==> src/rtl/ps2_pkg.sv <==
// PS/2 Set-2 byte constants, key identifier type and decoder state encoding.
package ps2_pkg;

  localparam logic [7:0] PS2_EXT    = 8'hE0;
  localparam logic [7:0] PS2_BRK    = 8'hF0;
  localparam logic [7:0] PS2_PAUSE  = 8'hE1;
  localparam logic [7:0] PS2_NUL    = 8'h00;
  localparam logic [7:0] PS2_BAT_OK = 8'hAA;
  localparam logic [7:0] PS2_ECHO   = 8'hEE;
  localparam logic [7:0] PS2_ACK    = 8'hFA;
  localparam logic [7:0] PS2_RESEND = 8'hFE;
  localparam logic [7:0] PS2_ERR    = 8'hFF;

  localparam int unsigned KEY_ID_W = 9;

  // {ext, code}: extended and plain keys with the same code are distinct keys
  typedef logic [KEY_ID_W-1:0] key_id_t;

  typedef enum logic [1:0] {
    IDLE    = 2'd0,
    EXT     = 2'd1,
    BRK     = 2'd2,
    EXT_BRK = 2'd3
  } ps2_state_e;

  // Status/pause bytes that never form part of a key sequence
  function automatic logic is_ignored(input logic [7:0] b);
    return b inside {PS2_PAUSE, PS2_NUL, PS2_BAT_OK, PS2_ECHO,
                     PS2_ACK, PS2_RESEND, PS2_ERR};
  endfunction

endpackage

==> src/rtl/ps2_key_table.sv <==
// Held-key table: per-entry valid+id, combinational lookup, insert/remove, count.
module ps2_key_table
  import ps2_pkg::*;
#(
  parameter int unsigned MAX_KEYS = 4,
  parameter int unsigned IDX_W    = (MAX_KEYS > 1) ? $clog2(MAX_KEYS) : 1,
  parameter int unsigned CNT_W    = $clog2(MAX_KEYS + 1)
) (
  input  logic             clk,
  input  logic             rst,
  input  key_id_t          lookup_id,
  output logic             hit_c,
  output logic [IDX_W-1:0] hit_idx_c,
  output logic             free_c,
  output logic [IDX_W-1:0] free_idx_c,
  input  logic             insert,
  input  logic [IDX_W-1:0] insert_idx,
  input  key_id_t          insert_id,
  input  logic             remove,
  input  logic [IDX_W-1:0] remove_idx,
  output logic [CNT_W-1:0] cnt,
  output logic [CNT_W-1:0] cnt_next_c
);

  logic [MAX_KEYS-1:0] valid;
  key_id_t             ids [MAX_KEYS];

  // Lookup: scan downward so the lowest matching / free index wins
  always_comb begin
    hit_c      = 1'b0;
    hit_idx_c  = '0;
    free_c     = 1'b0;
    free_idx_c = '0;
    for (int i = int'(MAX_KEYS) - 1; i >= 0; i--) begin
      if (valid[i] && (ids[i] == lookup_id)) begin
        hit_c     = 1'b1;
        hit_idx_c = IDX_W'(i);
      end
      if (!valid[i]) begin
        free_c     = 1'b1;
        free_idx_c = IDX_W'(i);
      end
    end
  end

  // Next population count; insert and remove are never issued together
  always_comb begin
    cnt_next_c = cnt;
    if (insert)      cnt_next_c = cnt + CNT_W'(1);
    else if (remove) cnt_next_c = cnt - CNT_W'(1);
  end

  // Entry valid bits and population count
  always_ff @(posedge clk) begin
    if (rst) begin
      valid <= '0;
      cnt   <= '0;
    end else begin
      if (insert) valid[insert_idx] <= 1'b1;
      if (remove) valid[remove_idx] <= 1'b0;
      cnt <= cnt_next_c;
    end
  end

  // Entry ids are only meaningful while valid, so they carry no reset
  always_ff @(posedge clk) begin
    if (insert && !rst) ids[insert_idx] <= insert_id;
  end

endmodule

==> src/rtl/ps2_key_tracker.sv <==
// PS/2 Set-2 scancode decoder with multi-key held table and make/break/repeat events.
module ps2_key_tracker
  import ps2_pkg::*;
#(
  parameter int unsigned MAX_KEYS      = 4,
  parameter bit          REPORT_REPEAT = 1'b0,
  parameter int unsigned CNT_W         = $clog2(MAX_KEYS + 1)
) (
  input  logic             clk,
  input  logic             rst,
  input  logic             ready,
  input  logic [7:0]       data_in,
  output logic             ev_valid,
  output logic             ev_make,
  output logic             ev_repeat,
  output logic             ev_ext,
  output logic [7:0]       ev_code,
  output logic [CNT_W-1:0] held_cnt,
  output logic             any_pressed,
  output logic             overflow,
  output logic [7:0]       last_code
);

  localparam int unsigned IDX_W = (MAX_KEYS > 1) ? $clog2(MAX_KEYS) : 1;

  ps2_state_e       state;
  logic             ext_c, brk_c, prefix_c, ignored_c, final_c;
  logic             make_c, break_c, insert_c, remove_c;
  key_id_t          id_c;
  logic             hit_c, free_c;
  logic [IDX_W-1:0] hit_idx_c, free_idx_c;
  logic [CNT_W-1:0] cnt_next_c;

  // Byte classification against the current prefix state
  always_comb begin
    ext_c     = (state == EXT) || (state == EXT_BRK);
    brk_c     = (state == BRK) || (state == EXT_BRK);
    ignored_c = is_ignored(data_in);
    prefix_c  = (data_in == PS2_EXT) || (data_in == PS2_BRK);
    final_c   = ready && !ignored_c && !prefix_c;
    make_c    = final_c && !brk_c;
    break_c   = final_c && brk_c;
    id_c      = {ext_c, data_in};
    insert_c  = make_c && !hit_c && free_c;
    remove_c  = break_c && hit_c;
  end

  ps2_key_table #(
    .MAX_KEYS (MAX_KEYS),
    .IDX_W    (IDX_W),
    .CNT_W    (CNT_W)
  ) u_table (
    .clk        (clk),
    .rst        (rst),
    .lookup_id  (id_c),
    .hit_c      (hit_c),
    .hit_idx_c  (hit_idx_c),
    .free_c     (free_c),
    .free_idx_c (free_idx_c),
    .insert     (insert_c),
    .insert_idx (free_idx_c),
    .insert_id  (id_c),
    .remove     (remove_c),
    .remove_idx (hit_idx_c),
    .cnt        (held_cnt),
    .cnt_next_c (cnt_next_c)
  );

  // Prefix FSM, one-cycle event pulse and sticky status registers
  always_ff @(posedge clk) begin
    if (rst) begin
      state       <= IDLE;
      ev_valid    <= 1'b0;
      ev_make     <= 1'b0;
      ev_repeat   <= 1'b0;
      ev_ext      <= 1'b0;
      ev_code     <= '0;
      any_pressed <= 1'b0;
      overflow    <= 1'b0;
      last_code   <= '0;
    end else begin
      ev_valid    <= 1'b0;
      ev_make     <= 1'b0;
      ev_repeat   <= 1'b0;
      ev_ext      <= 1'b0;
      ev_code     <= '0;
      any_pressed <= (cnt_next_c != '0);

      if (cnt_next_c == '0)                 overflow <= 1'b0;
      else if (make_c && !hit_c && !free_c) overflow <= 1'b1;

      if (ready) begin
        if (ignored_c)                state <= IDLE;
        else if (data_in == PS2_EXT)  state <= brk_c ? EXT_BRK : EXT;
        else if (data_in == PS2_BRK)  state <= ext_c ? EXT_BRK : BRK;
        else                          state <= IDLE;
      end

      if (make_c && (!hit_c || REPORT_REPEAT)) begin
        ev_valid  <= 1'b1;
        ev_make   <= 1'b1;
        ev_repeat <= hit_c;
        ev_ext    <= ext_c;
        ev_code   <= data_in;
      end
      if (make_c && !hit_c) last_code <= data_in;

      if (break_c) begin
        ev_valid <= 1'b1;
        ev_ext   <= ext_c;
        ev_code  <= data_in;
      end
    end
  end

endmodule

==> config.mk <==
export PLATFORM = sky130hd
export DESIGN_NAME = ps2_key_tracker
export DESIGN_NICKNAME = d
export VERILOG_FILES = /design/src/rtl/ps2_pkg.sv /design/src/rtl/ps2_key_table.sv /design/src/rtl/ps2_key_tracker.sv
export SDC_FILE = /design/constraint.sdc
export NUM_CORES = 1
export LEC_CHECK = 0
export ABC_CLOCK_PERIOD_IN_PS = 4300
export CORE_ASPECT_RATIO = 0.7
export CORE_MARGIN = 2
export CORE_UTILIZATION = 50
export CTS_CLUSTER_SIZE = 12
export DETAILED_ROUTE_END_ITERATION = 10
export GPL_ROUTABILITY_DRIVEN = 1
export HOLD_SLACK_MARGIN = 0.03
export PLACE_DENSITY = 0.74
export SYNTH_ARGS = -nofsm -noshare
export SYNTH_HDL_FRONTEND = slang
export SYNTH_HIERARCHICAL = 1
export SYNTH_SLANG_ARGS = --single-unit
==> constraint.sdc <==
create_clock -name clk -period 4.3 [get_ports clk]
set_clock_uncertainty 0.1 [all_clocks]
set_input_delay 0.86 -clock clk [delete_from_list [all_inputs] [get_ports clk]]
set_output_delay 0.86 -clock clk [all_outputs]
set_load 0.1 [all_outputs]
After elaboration in Yosys (flattened, before gate mapping)
Memories as Yosys holds them, arrays and structs flattened.
Index checks and enable logic that the tools add are counted.
Widths: inputs -> output; s select.
Word-level totals
  memories: 1
  RAM bits: 36
  register bits: 31
Memory list
  u_table.ids: words 4, width 9, rd ports 4, clocked after memory_dff 0, write ports 1, line ps2_key_table.sv:26  | key_id_t ids [MAX_KEYS];
Cells by class
  muxes and demuxes: 38
  $add $sub $neg: 2
  $lt $le $gt $ge: 4
  bitwise gates (word level): 4
  reductions and logical operators: 30
  equality and inequality tests: 15
Operator list (count)
  $eq 8x8->1 const B: 8
  $eq 9x9->1: 4
  $mux 2: 12
  $mux 1: 17
  $mux 8: 2
  $logic_and 1x1->1: 15
  $mux 4: 3
  $logic_not 8->1: 1
  $reduce_bool 7->1: 1
  $logic_not 1->1: 6
  $lt 2x3->1 const B: 2
  $mux 3: 2
  $and 4x4->4: 1
  $demux 1 s2: 2
  $eq 2x2->1 const B: 2
  $ge 2x1->1 const B: 2
  $not 4->4: 1
  $or 4x4->4: 1
  $reduce_or 2->1: 2
  $add 3x1->3 const B: 1
  $logic_not 3->1: 1
  $logic_or 1x1->1: 3
  $reduce_bool 3->1: 1
  $sub 3x1->3 const B: 1
  other kinds (2): 2

Logic depth before layout (Yosys ltp)
  word-level depth: 15
  mapped depth: 16

Hierarchy
Netlist, hierarchy kept.
Modules (own cells, without submodules)
  ps2_key_table: times used 1, cells each 141, area an instance 1935.6 sq um, sequential area each 1221.2 sq um
  ps2_key_tracker: times used 1, cells each 94, area an instance 979.7 sq um, sequential area each 480.5 sq um

Least setup slack after synthesis
Ideal clock, no wire load.
  path type: input to register
  start point: input data_in[4]
  end point: register overflow
  library setup time: 0.118 ns
  stages on the path: 12
  data required time: 4.082 ns
  path buffers: 3
  slack: 0.775 ns
  data arrival time: 3.307 ns
  path through: buf_6 nand2b_1 o2bb2ai_1 a32o_2 a2111oi_4 buf_6 and2_1 clkbuf_1 mux2_2 nor3_1 nor2_1 a22o_1
On the way
  word-level cells in the longest chain between the ends: 12
RTL lines
  from (decl): line ps2_key_tracker.sv:12  | input logic [7:0] data_in,
  $eq 9x9->1: line ps2_key_table.sv:35  | if (valid[i] && (ids[i] == lookup_id)) begin
  $logic_and 1x1->1: line ps2_key_table.sv:35
  $mux 1 (4 in a row): line ps2_key_table.sv:35
  $logic_not 1->1: line ps2_key_tracker.sv:44  | insert_c = make_c && !hit_c && free_c;
  $logic_and 1x1->1 * (2 in a row): line ps2_key_tracker.sv:44
  via insert_c: line ps2_key_tracker.sv:28  | logic make_c, break_c, insert_c, remove_c;
  $mux 3 *: line ps2_key_table.sv:49  | if (insert) cnt_next_c = cnt + CNT_W'(1);
  via cnt_next_c[1]: line ps2_key_tracker.sv:32  | logic [CNT_W-1:0] cnt_next_c;
  $logic_not 3->1 *: line ps2_key_tracker.sv:89  | if (cnt_next_c == '0) overflow <= 1'b0;
  $reduce_or 2->1 (no line) *
  to (signal assigned): line ps2_key_tracker.sv:79  | overflow <= 1'b0;
  to (signal assigned): line ps2_key_tracker.sv:89
  to (signal assigned): line ps2_key_tracker.sv:90  | else if (make_c && !hit_c && !free_c) overflow <= 1'b1;
  to (decl): line ps2_key_tracker.sv:20  | output logic overflow,
The timed path passes the listed nets; every way through them passes the cells marked *.
A chain may end at the register's enable or synchronous reset.

Worst setup path in the final report
  start point: input data_in[3]
  end point: memory u_table/ids[2][8] in the netlist's numbering (enable)
On the way
  word-level cells in the longest chain between the ends: 12
RTL lines
  $eq 9x9->1: line ps2_key_table.sv:35
  $logic_and 1x1->1: line ps2_key_table.sv:35
  $mux 1 (3 in a row): line ps2_key_table.sv:35
  $mux 1 *: line ps2_key_table.sv:35
  via hit_c: line ps2_key_tracker.sv:30  | logic hit_c, free_c;
  $logic_not 1->1 *: line ps2_key_tracker.sv:44
  $logic_and 1x1->1 * (2 in a row): line ps2_key_tracker.sv:44
  via insert_c: line ps2_key_tracker.sv:28
  $logic_and 1x1->1 *: line ps2_key_table.sv:67  | if (insert && !rst) ids[insert_idx] <= insert_id;
  $mux 1 *: line ps2_key_table.sv:67
  $mux 1 (not written as such) *: line ps2_key_table.sv:67
  to (decl): line ps2_key_table.sv:26
Marked as above.

==> results.cfg <==
[synth]
ys.warnings.count = 6
syn_nets = 248
synth.area.top_cells = edfxtp_1 37%, dfxtp_1 21%, xnor2_1 8.7%
synth_cells = 235
synth_common_cells = 36 x edfxtp_1, 31 x dfxtp_1, 29 x xnor2_1
synth_most_common_cell = edfxtp_1
ys_dominant_reg_cell = edfxtp_1
ys_seq_area_share_pct = 58.4
synth_top_area_share_pct = 37.1
ys_types = 39
async_flop_share_pct = 0
synth_largest_area_cell = edfxtp_1
synth_edf_count = 36
synth_seq_cells = 67
postSynthAreaPerCell_um2 = 12.4
netlist_area_um2 = 2920

[layout]
fin_area_um2 = 3620
diodes = 0
fin_cells = 371
layout.nets = 304
syn_to_final_growth_pct = 24.2
drive_above_1_share_pct = 13.2
nFillCells = 463

[clock_network]
tritoncts = done
clock_latency_ps = 350
cts.sinks = 67
cts_root_buffer = clkbuf_8
htreeDepth = 3
post_cts_buffers = 0
postCtsHoldBufs = 0
path_clk_slew_ps = 70
clock_path_buffers = 2
numCtsBuffers = 9
cts.repair.resized = 0

[setup_path]
required_ps = 4190
cp_max_fo = 12
reg2reg_setup_slack_ps = 1110
path_class = in -> reg
r2r_cells = 9
arrival_ps = 3900
start_kind = input pin
crit_path_end_kind = flip-flop
startpoint = data_in[3]
r2r_start = state[0]
reg2reg_to = u_table/ids[2][8]

[route]
wl_per_cell_um = 16.4
drtIter0Drc = 107
drcViolationCount = 0
via_per_inst = 5.19
wl_um = 6080
dr.pass1.iters = 4
antenna_left = 0
vias = 1924

[power]
p_seq_share_pct = 50.1
intPower_mw = 1.00
p_comb_share_pct = 17.7
p_total_mw = 1.42
clkPwrFrac_pct = 32.2
power.switching_mw = 0.420
powerDensity_nw_per_um2 = 393
switching_share_pct = 29.6
ir_worst_vdd_uv = 210
cellLeakagePower_nw = 1.30

[flow_run]
drv_cap = 0

[hold_path]
hold_class = reg -> reg
holdCritStartpoint = last_code[4]
min_to = last_code[4]
worstHoldPathCells = 2

[global_routing]
antenna_found_initial = 0
gr-total-overflow = 0
grt_pass1_wl_um = 9850
grt_pass1_vias = 1911
track_usage_pct = 21.2
grt_max_degree = 30

[sta]
fmax_mhz = 249
tightest_slew_ps = 1010
rsz0062_at_grt = false
relSlewSlack_pct = 32.8
finalSetupTns_ps = 0
finalWorstSetupSlack_ps = 283
drv_slew = 0
setup_viol = 0
period_minus_slack_ps = 4020
finalCritPeriodShare_pct = 93.4
finalHoldViolCount = 0

[placement]
dp_slack_ps = -37.6
portBuffers = 35
place_congestion = 0.813
hpwl_um = 4120
placed_cells_incl_taps = 355
postPlaceCellArea_um2 = 3450

[floorplan]
rows = 23
fp.coreArea_um2 = 5670
initial_core_util_pct = 51.4
ios = 36
fp.dieH_um = 67.9
die_w_um = 95.3
die_area_um2 = 6470

[outcome]
status = complete, no violations
-- per-stage QoR --
stage	hold WS [ps]	utilization, %
detailed placement	366	60.9
global route	406	63.9
CTS	377	63.9
finish	374	63.9
global placement	362	60.9
floorplan	348	-
-- sequential cells by signal, indices dropped and copies added, names as in the netlist --
register and count:
ev_code 8, ev_ext 1, u_table/valid 4, last_code 8
overflow 1, state 2, any_pressed 1, ev_make 1
u_table/cnt 3, u_table/ids 36, ev_repeat 1, ev_valid 1
-- metal layers --
| layer | wire length [µm] | GRT usage [%] | up-vias | share of wire, % |
|---|---|---|---|---|
| met3 | 369 | 8.48 | 14 | 6.1 |
| met5 | 0 | 0 | - | 0 |
| met2 | 2540 | 30.1 | 58 | 42 |
| met4 | 89 | 6.52 | 0 | 1.5 |
| li1 | - | - | 941 | - |
| met1 | 3090 | 29.7 | 911 | 51 |
-- power groups by stage --
stage | combinational, mW | clock (mW) | sequential (mW)
2_1_floorplan | 0.0754 | 0 | 0.822
3_3_place_gp | 0.249 | 0 | 0.725
3_5_place_dp | 0.251 | 0 | 0.726
4_1_cts | 0.252 | 0.470 | 0.712
5_1_grt | 0.266 | 0.499 | 0.715
6_report | 0.251 | 0.458 | 0.712
-- logic make-up (layout without fill, tap and decap cells) --
family	Yosys count	in the layout	synth area share, %
and+or+nand+nor	83	83	17.0
xor gates and xnor gates	38	38	11.4
DFF	67	67	58.4
other	1	1	0.129
adders and majority gates	2	2	0.858
muxes	10	10	3.48
buffers and inverters	13	74	2.45
AOI/OAI and AO/OA	21	21	6.35
-- layout by cell type (no fill, tap or decap), types with 3 or more instances in the layout --
cell	synthesis	routed
edfxtp_1	36	36
clkdlybuf4s50_1	0	35
dfxtp_1	31	31
xnor2_1	29	29
nand2b_1	17	17
buf_4	0	16
nand2_1	12	12
and2_1	10	10
clkbuf_8	0	10
mux2i_1	9	9
xor2_1	9	9
nor2_1	8	8
nand4_1	8	8
nor3_1	7	7
nor2b_1	6	6
inv_1	6	6
a31oi_1	5	5
a21oi_1	4	4
and3_1	4	4
nor4_1	3	3
-- cell type report --
class | count | area (µm²) | area share (%)
timing repair buffer | 52 | 490 | 13.5
tap | 75 | 93.8 | 2.59
multi-input combinational | 155 | 1140 | 31.5
clock buffer | 12 | 145 | 4.01
inverter | 6 | 22.5 | 0.622
clock inverter | 4 | 26.3 | 0.725
sequential | 67 | 1700 | 47.0
-- critical path, stage by stage --
cell	delay, ps
clkdlybuf4s50_1	870
xor2_1	280
nor4_1	80
nand4_1	120
nor2b_4	170
nand2_1	120
a2111oi_4	340
and2_1	280
nor2b_1	270
and3_1	500
-- worst max-delay path by stage --
stage                     cells past startpoint                end  slack, ps
after CTS                                    10  u_table/ids[2][8]        330
after global placement                       10  u_table/ids[2][7]        160
after global routing                         12           overflow         50
after floorplan                              12           overflow        780
after detailed placement                     10  u_table/ids[2][3]        -40
final                                        10  u_table/ids[2][8]        280
Note: power is estimated with default switching activity, not from simulation.
